## src/rtl/bsg_fifo_1rw_unbuncher.sv

```systemverilog
// Read-side drain for a double-width 1RW FIFO ram: fetches pair-words, buffers two, emits single words low half first.
// Optional BSG_FIFO_1RW_UNBUNCHER_HALF_VALID_EN adds mem_half_i so a pair may carry only its low word.
module bsg_fifo_1rw_unbuncher #(
  parameter int width_p = 16  // must be set by the instantiating design
) (
  input  logic                   clk_i,
  input  logic                   reset_n_i,
  input  logic                   mem_empty_i,
  input  logic                   mem_ready_i,
  output logic                   mem_v_o,
  input  logic [2*width_p-1:0]   mem_data_i,
`ifdef BSG_FIFO_1RW_UNBUNCHER_HALF_VALID_EN
  input  logic                   mem_half_i,
`endif
  output logic                   v_o,
  output logic [width_p-1:0]     data_o,
  input  logic                   yumi_i
);

  typedef struct packed {
    logic                 half;
    logic [2*width_p-1:0] data;
  } entry_t;

  entry_t [1:0] buf_q, buf_d;
  logic         rd_ptr_q, rd_ptr_d;
  logic         wr_ptr_q, wr_ptr_d;
  logic [1:0]   occ_q, occ_d;
  logic         inflight_q, inflight_d;
  logic         half_q, half_d;

  logic capture, pop, head_half;
  entry_t in_entry;
  entry_t head;

  assign head = buf_q[rd_ptr_q];

`ifdef BSG_FIFO_1RW_UNBUNCHER_HALF_VALID_EN
  assign head_half     = head.half;
  assign in_entry.half = mem_half_i;
`else
  assign head_half     = 1'b0;
  assign in_entry.half = 1'b0;
`endif
  assign in_entry.data = mem_data_i;

  // Counting the in-flight read keeps the buffer from ever being oversubscribed.
  assign mem_v_o = ~mem_empty_i & ((occ_q + {1'b0, inflight_q}) < 2'd2);
  assign v_o     = (occ_q != 2'd0);
  assign data_o  = half_q ? head.data[2*width_p-1:width_p] : head.data[width_p-1:0];

  assign capture = inflight_q;
  assign pop     = yumi_i & (half_q | head_half);

  always_comb begin
    buf_d      = buf_q;
    rd_ptr_d   = rd_ptr_q;
    wr_ptr_d   = wr_ptr_q;
    occ_d      = occ_q;
    half_d     = half_q;
    inflight_d = mem_v_o & mem_ready_i;

    if (capture) begin
      buf_d[wr_ptr_q] = in_entry;
      wr_ptr_d        = ~wr_ptr_q;
    end

    if (yumi_i) half_d = ~pop;
    if (pop) rd_ptr_d = ~rd_ptr_q;

    case ({capture, pop})
      2'b10:   occ_d = occ_q + 2'd1;
      2'b01:   occ_d = occ_q - 2'd1;
      default: occ_d = occ_q;
    endcase
  end

  // Reset drops inflight_q, so a read granted just before reset is never captured.
  always_ff @(posedge clk_i or negedge reset_n_i) begin
    if (!reset_n_i) begin
      buf_q      <= '0;
      rd_ptr_q   <= 1'b0;
      wr_ptr_q   <= 1'b0;
      occ_q      <= 2'd0;
      inflight_q <= 1'b0;
      half_q     <= 1'b0;
    end else begin
      buf_q      <= buf_d;
      rd_ptr_q   <= rd_ptr_d;
      wr_ptr_q   <= wr_ptr_d;
      occ_q      <= occ_d;
      inflight_q <= inflight_d;
      half_q     <= half_d;
    end
  end

`ifndef SYNTHESIS
  a_yumi_needs_v: assert property (@(posedge clk_i) disable iff (!reset_n_i) yumi_i |-> v_o);
  a_no_overflow:  assert property (@(posedge clk_i) disable iff (!reset_n_i) inflight_q |-> (occ_q != 2'd2));
`endif

endmodule

```

## config.mk

```make
export PLATFORM = sky130hd
export DESIGN_NAME = bsg_fifo_1rw_unbuncher
export DESIGN_NICKNAME = d
export VERILOG_FILES = /design/src/rtl/bsg_fifo_1rw_unbuncher.sv
export SDC_FILE = /design/constraint.sdc
export NUM_CORES = 1
export LEC_CHECK = 0
export ABC_CLOCK_PERIOD_IN_PS = 4000
export CORE_ASPECT_RATIO = 2
export CORE_MARGIN = 4
export CORE_UTILIZATION = 56
export CTS_CLUSTER_SIZE = 40
export DETAILED_ROUTE_END_ITERATION = 12
export PLACE_DENSITY = 0.84
export SYNTH_ARGS = -nofsm -noshare
export SYNTH_HDL_FRONTEND = slang
export SYNTH_SLANG_ARGS = --single-unit
export TNS_END_PERCENT = 1
```

## constraint.sdc

```tcl
create_clock -name clk_i -period 4 [get_ports clk_i]
set_input_delay 0.4 -clock clk_i [delete_from_list [all_inputs] [get_ports clk_i]]
set_output_delay 0.4 -clock clk_i [all_outputs]
set_load 0.005 [all_outputs]
```

Word level (Yosys, flattened, before mapping) --
Index checks and enable logic that the tools add are counted.
Word-level totals: register bits 72, latch bits 0, memory bits (writable) 0, ROM bits 0, bits of input ports 37, output and inout port bits 18, memories kept 0
Operators by class: add/sub/neg operators 3, multiply operators 0, div/mod/pow operators 0, $lt $le $gt $ge 4, equality and inequality tests 2, shift-type cells 0, mux-type cells 7, bitwise operators 7, reductions and logical operators 3
Operators with widths (number):
- 66-bit bitwise mux | 1
- 32-bit two-way mux | 2
- 33-bit demux with 1-bit select | 1
- 33-bit two-way mux | 1
- 16-bit two-way mux | 1
- 1-bit by 2-bit < comparator with 1-bit output (second input constant) | 2
- 1-bit inverter | 4
- 2-bit one-hot mux with 2 select lines | 1
- 2-bit nonzero test | 2
- 1-bit AND | 3
- 2-bit by 1-bit adder with 2-bit output | 1
- 2-bit by 1-bit adder with 2-bit output (second input constant) | 1
- 2-bit by 1-bit == test with 1-bit output (second input constant) | 1
- 2-bit == test (second input constant) | 1
- 2-bit < comparator (second input constant) | 1
- 2-bit by 1-bit subtractor with 2-bit output (second input constant) | 1
- 1-bit greater-or-equal comparator (second input constant) | 1
- 1-bit logical AND | 1

Depth between registers and ports, before layout --
Gate-level depths: netlist of run 1.
depth after elaboration 5, mapped depth 6, mapped depth without buffers 5

Least setup slack after synthesis of run 1 --
OpenSTA, ideal clock, no wires.
path type register -> output, start point reg rd_ptr_q, end point out data_o[10], arrival 1.164 ns, data required time 3.600 ns, setup slack 2.436 ns, cell stages (with the launch flop) 4, path buffers 2, path through dfrtp_1 -> buf_6 -> buf_6 -> mux4_1
Between the ends: longest elaborated chain between the ends 3
RTL lines:
- start: declaration | RTL line 26 | logic rd_ptr_q, rd_ptr_d;
- start signal: assignment | RTL line 89 | rd_ptr_q <= rd_ptr_d;
- 32-bit two-way mux (implied by the code) (2 in series) | RTL line 36 | assign head = buf_q[rd_ptr_q];
- 16-bit two-way mux | RTL line 50 | assign data_o = half_q ? head.data[2*width_p-1:width_p] : head.data[width_p-1:0];
- end: declaration | RTL line 16 | output logic [width_p-1:0] data_o,
No other way between the ends. The select of a mux whose other input is x is not followed.

Worst setup path in the final report of run 1 --
start point reg rd_ptr_q, end point out data_o[6]
The elaborated chain is that of the path after synthesis.

==> results of run 1 <==
## routing by layer
layer	GRT usage, %	share of wire, %	up-vias
li1	-	-	774
met3	6.279	6.0	9
met4	7.815	1.9	0
met2	26.73	53	36
met5	0	0	-
met1	20.71	39	889
## power by group through the flow
stage | Combinational (mW) | Sequential, mW | Clock [mW]
finish | 1.16 | 1.32 | 0.536
global route | 1.26 | 1.36 | 0.579
CTS | 1.18 | 1.32 | 0.552
detailed placement | 1.17 | 1.34 | 0
global placement | 1.16 | 1.32 | 0
floorplan | 0.807 | 1.19 | 0
## layout make-up
cell class / count / area [um2]
clock buffer: 14 / 192.7
fill: 361 / 1545
inverter: 1 / 3.754
sequential: 70 / 1752
timing repair buffer: 56 / 550.5
multi-input combinational: 96 / 1254
tap: 60 / 75.07
## worst max path at each step
stage,start,end,cells after the start
5_1_grt,rd_ptr_q,data_o[6],2
4_1_cts,rd_ptr_q,data_o[6],2
6_report,rd_ptr_q,data_o[6],2
2_1_floorplan,rd_ptr_q,data_o[10],3
3_5_place_dp,rd_ptr_q,data_o[6],2
3_3_place_gp,rd_ptr_q,data_o[6],2
## cells in the mapped netlist (all sizes together)
cell type	instances
a21o	1
nor2	2
mux4	16
mux2	64
or2	1
dfrtp	70
clkbuf	2
nand3	1
ha	1
xor2	4
inv	1
a21oi	1
xnor2	2
nand2	1
and2	2
buf	8
## flip-flops by register name, summed over array words and instances, names as in the netlist
name      flops
half_q        1
rd_ptr_q      1
capture       1
wr_ptr_q      1
occ_q         2
buf_q        64
## through the flow
stage | cells | hold WS (ns) | utilization [%] | worst slack [ns] | instance area, um2
2_1_floorplan | 177 | 0.1044 | - | 2.436 | 3095
5_1_grt | 297 | 0.2053 | 71.24 | 1.041 | 3827
4_1_cts | 297 | 0.1697 | 71.24 | 1.137 | 3827
3_3_place_gp | 283 | 0.4666 | 67.65 | 1.533 | 3635
3_5_place_dp | 283 | 0.4776 | 67.65 | 1.512 | 3635
6_report | 297 | 0.1461 | 71.24 | 1.167 | 3827
## cells by family after synthesis
| group | Yosys count |
|---|---|
| buffers and inverters | 11 |
| flip-flops | 70 |
| multiplexers | 80 |
| AO/OA/AOI/OAI | 2 |
| AND/OR/NAND/NOR | 7 |
| adder cells (fa/ha/maj) | 1 |
| XOR/XNOR | 6 |
==> flow_summary_export.csv, run 1 <==
group,metric,value,unit
grt,grt.overflow.total,0,
timing,worst_pin_slew,0.9603,ns
pwr,combPwrFrac,38.5,%
critical_path,cp-start-kind,"flop",
pwr,power_leakage,1.625,nW
synthesis,synth-seq-cells,70,
floorplanning,die_y,113.1,um
critical_path,reg2reg_depth,3,
routing,drt_first_iter_violations,52,
timing,fin_crit_sh,70.84,%
critical_path,critPathKind,"reg2out",
pwr,switching_power,785.3,uW
clocking,post_cts_buffers,0,
grt,grt_max_degree,39,
routing,totalWireLength,5280,um
clocking,cts_num_sinks,70,
clocking,numCtsBuffers,9,
cells_and_area,drive_gt1_share,35.02,%
grt,grt_pass1_vias,1808,
floorplanning,design.core.area,5373,um2
grt,grtUsageTotal,17.13,%
synthesis,synth_cell_types,20,
routing,wl_per_cell,17.78,um
critical_path,r2r-end,"buf_q[20]",
synthesis,netlist_instances,177,
grt,grt_pass1_wl,8521,um
critical_path,worst_ep_arrival_time,2.43,ns
cells_and_area,diodes,0,
timing,final.setup.tns,0,ns
synthesis,synth_area_leaders,"dfrtp_1 57%, mux2_2 23%, mux4_1 12%, mux4_2 1.5%, xor2_1 1.1%",
pwr,p_int,2.226,mW
timing,rsz0062_at_grt,"false",
timing,max_freq,352.9,MHz
synthesis,synth_warnings,0,
timing,relSlewSlack,35.83,%
synthesis,synth_mux_area_share,36.62,%
floorplanning,rows,38,
cells_and_area,final_common_cell,"dfrtp_1",
routing,viasPerCell,5.751,
synthesis,syn-num-nets,215,
clocking,clk_pin_slew_worst_paths,0.07,ns
cells_and_area,area_growth,23.65,%
grt,antenna_found_initial,0,
critical_path,worstReg2RegStart,"capture",
clocking,ctsResizeCount,0,
critical_path,crit_chain,"mux4_1 -> clkdlybuf4s50_1",
synthesis,syn_avg_cell_area,17.49,um2
timing,skew,0.004602,ns
cells_and_area,layout.nets,272,
pwr,power_density,786.6,nW/um2
pwr,p_sw_share,26.08,%
synthesis,syn_area,3095,um2
synthesis,synth_compound_area_share,0.4042,%
critical_path,crit_family,"flip-flops",
clocking,root_buffer,"clkbuf_8",
routing,first_pass_iters,4,
critical_path,crit_buf_inv,1,
clocking,cts_tree,"done",
critical_path,crit_path_end_kind,"primary output",
pwr,pwr-share-seq,43.7,%
floorplanning,num_io_pins,55,
clocking,cts_max_path_buffers,2,
synthesis,yosysTopAreaCellShare,56.59,%
timing,hold_viol_final,0,
synthesis,synth_top_family_by_area,"multiplexers",
outcome,status,"finished clean",
pwr,p_total,3.011,mW
timing,setup_violations,0,
timing,drv_slew,0,
synthesis,yosysTopAreaCell,"dfrtp_1",
clocking,clk_latency,0.34,ns
placement,io_buffer_count,54,
min_path,worst_hold_path_type,"in2async",
synthesis,ys_seq_area_share,56.59,%
floorplanning,dieArea,6853,um2
synthesis,synth_xor_xnor_area_share,1.698,%
timing,fin_crit,2.833,ns
clocking,holdBufCountCts,0,
clocking,htree_num_levels,3,
placement,dp_hpwl,3611,um
routing,drc_errors,0,
routing,drtAntennaViolNets,0,
synthesis,synth-simple-area-share,1.374,%
flow_run,drv_cap,0,
pwr,clkPwrFrac,17.8,%
critical_path,critPathMaxFanout,17,
floorplanning,die-width,60.57,um
critical_path,crit_path_top_delay_cell,"dfrtp_1",
floorplanning,start_util,57.62,%
placement,gp_congestion,0.7166,
synthesis,synth_fa_ha_area_share,0.4042,%
pwr,ir_drop,0.4709,mV
critical_path,r2r_setup_slack,2.15,ns
cells_and_area,final_cell_mix,"70 x dfrtp_1, 62 x mux2_2, 53 x clkdlybuf4s50_1",
critical_path,max_stage_delay,0.95,ns
routing,route.vias.total,1708,
critical_path,cp.required,3.60,ns
Power figures use the tool's default switching activity.
==> run 2, diff against run 1 <==
--- a/config.mk
+++ b/config.mk
@@ -5,13 +5,13 @@
 export SDC_FILE = /design/constraint.sdc
 export NUM_CORES = 1
 export LEC_CHECK = 0
-export ABC_CLOCK_PERIOD_IN_PS = 4000
+export ABC_CLOCK_PERIOD_IN_PS = 2410
 export CORE_ASPECT_RATIO = 2
 export CORE_MARGIN = 4
-export CORE_UTILIZATION = 56
+export CORE_UTILIZATION = 47
 export CTS_CLUSTER_SIZE = 40
 export DETAILED_ROUTE_END_ITERATION = 12
-export PLACE_DENSITY = 0.84
+export PLACE_DENSITY = 0.75
 export SYNTH_ARGS = -nofsm -noshare
 export SYNTH_HDL_FRONTEND = slang
 export SYNTH_SLANG_ARGS = --single-unit
==> constraint.sdc (replaced) <==
create_clock -name clk_i -period 2.41 [get_ports clk_i]
set_input_delay 0.241 -clock clk_i [delete_from_list [all_inputs] [get_ports clk_i]]
set_output_delay 0.241 -clock clk_i [all_outputs]
set_load 0.005 [all_outputs]
==> run 2 against run 1 <==
Against the previous run:
- clock power up 120%
- sequential power up 59%
- total power up 78%
- cell area up 4.6%
- register-to-register slack worse by 1.4 ns
- largest power group unchanged
- global-route usage down 1.2 points
- clock skew about the same
==> flow_summary_export.csv, run 2 (synthesis gave the netlist of run 1 again) <==
group,metric,value,unit
pwr,switching_power,1.382,mW
clocking,numCtsBuffers,9,
clocking,cts_num_sinks,70,
timing,fin_crit_sh,89.69,%
timing,relSlewSlack,54.77,%
timing,max_freq,462.6,MHz
cells_and_area,ff_latch_area,1752,um2
clocking,ctsResizeCount,0,
floorplanning,dieArea,8027,um2
cells_and_area,largest_reg_flops,64,
cells_and_area,final_cell_mix,"70 x dfrtp_1, 62 x mux2_2, 53 x clkdlybuf4s50_1",
cells_and_area,multiInputGateArea,1254,um2
placement,gp_congestion,0.7064,
cells_and_area,fillCellCount,511,
routing,wl_per_cell,17.05,um
grt,grt_pass1_wl,9349,um
timing,rsz0062_at_grt,"false",
timing,drv_slew,0,
floorplanning,die_y,122.8,um
pwr,clkPwrFrac,21.6,%
grt,grtUsageTotal,15.92,%
pwr,power_density,1336,nW/um2
clocking,htree_num_levels,3,
timing,setup_violations,0,
routing,drt_first_iter_violations,24,
cells_and_area,final_common_cell,"dfrtp_1",
pwr,ir_drop,0.7419,mV
timing,fin_crit,2.162,ns
floorplanning,rows,41,
timing,final.setup.tns,0,ns
flow_run,drv_cap,0,
critical_path,cp.required,2.17,ns
grt,grt_pass1_vias,1892,
grt,antenna_found_initial,0,
clocking,clk_latency,0.32,ns
timing,skew,0.004288,ns
placement,io_buffer_count,54,
cells_and_area,top_register,"buf_q",
clocking,cts_tree,"done",
routing,viasPerCell,5.296,
cells_and_area,reg.largest.list,"buf_q x64, occ_q x2",
floorplanning,num_io_pins,55,
outcome,status,"finished clean",
pwr,p_sw_share,25.83,%
floorplanning,design.core.area,6361,um2
timing,hold_viol_final,0,
min_path,worst_hold_path_type,"in2reg",
routing,first_pass_iters,3,
critical_path,critPathKind,"reg2out",
pwr,power_leakage,1.688,nW
clocking,root_buffer,"clkbuf_16",
floorplanning,start_util,48.66,%
pwr,p_int,3.968,mW
cells_and_area,diodes,0,
critical_path,worst_ep_arrival_time,1.92,ns
grt,grt.overflow.total,0,
routing,route.vias.total,1753,
cells_and_area,area_growth,29.30,%
timing,fin_hold_ws,0.4831,ns
routing,drtAntennaViolNets,0,
cells_and_area,drive_gt1_share,34.69,%
clocking,post_cts_buffers,0,
routing,drc_errors,0,
placement,dp_hpwl,3999,um
critical_path,cp-start-kind,"flop",
floorplanning,die-width,65.39,um
pwr,pwr-share-seq,39.2,%
timing,worst_pin_slew,0.6785,ns
critical_path,critPathMaxFanout,7,
pwr,combPwrFrac,39.2,%
grt,grt_max_degree,43,
clocking,clk_pin_slew_worst_paths,0.05,ns
routing,totalWireLength,5645,um
cells_and_area,layout.nets,278,
clocking,cts_max_path_buffers,2,
critical_path,crit_path_end_kind,"primary output",
-- run 2: changes by cell type in the layout (fill, tap and decap cells not counted), sizes merged --
cell         change
clkbuf           +1
clkinv           +1
dlygate4sd3      +1
buf              +5
-- run 2: layout make-up --
class / count / share of cell area, %
Clock buffer: 15 / 6.440
Tap cell: 86 / 2.688
Clock inverter: 1 / 0.1250
Sequential cell: 70 / 43.76
Multi-Input combinational cell: 96 / 31.32
Timing Repair Buffer: 62 / 15.57
Inverter: 1 / 0.09378
-- run 2: stage by stage --
step	utilization [%]	instance area [um2]	instances	power [mW]	setup WS, ns
6_report	62.92	4003	331	5.349	0.2484
5_1_grt	62.92	4003	331	5.675	0.1768
4_1_cts	62.92	4003	331	5.446	0.2105
3_5_place_dp	58.63	3730	314	4.247	0.5558
3_3_place_gp	58.63	3730	314	4.181	0.5695
2_1_floorplan	-	3095	177	3.315	1.005
-- run 2: path summary, 6_finish.rpt --
path                         endpoint        start  slack (ns)  cells past startpoint
min in group asynchronous     capture    reset_n_i        0.50                      2
hold reg to reg              buf_q[5]     buf_q[5]        0.48                      1
hold / removal                capture  mem_ready_i        0.48                      2
max in group asynchronous   buf_q[51]    reset_n_i        1.26                      3
setup / recovery           data_o[10]     rd_ptr_q        0.25                      3
setup reg to reg             buf_q[4]      capture        0.75                      4
-- run 2: timing repair --
action / CTS / global route
hold buffers: 1 / 0
setup endpoints to repair: 0 / 0
endpoints found under the hold margin: 28 / 0
-- run 2: metal layers --
metal	share of wire, %	up-vias	track usage (%)	routed length (um)
li1	-	796	-	-
met1	38	917	18.03	2172
met2	57	33	27.68	3211
met3	3.4	7	4.212	191
met4	1.2	0	7.013	69
met5	0	-	0	0
-- run 2: worst max-delay path: stages (launching register included) --
cell and delay [ns]:
dfrtp_1 0.34, buf_4 0.19, mux4_1 0.61, clkdlybuf4s50_1 0.47
-- run 2: power groups by stage --
stage / clock (mW) / combinational (mW) / sequential, mW
3_3_place_gp: 0 / 2.09 / 2.09
5_1_grt: 1.23 / 2.28 / 2.17
4_1_cts: 1.19 / 2.15 / 2.11
3_5_place_dp: 0 / 2.13 / 2.12
6_report: 1.16 / 2.10 / 2.10
2_1_floorplan: 0 / 1.34 / 1.97
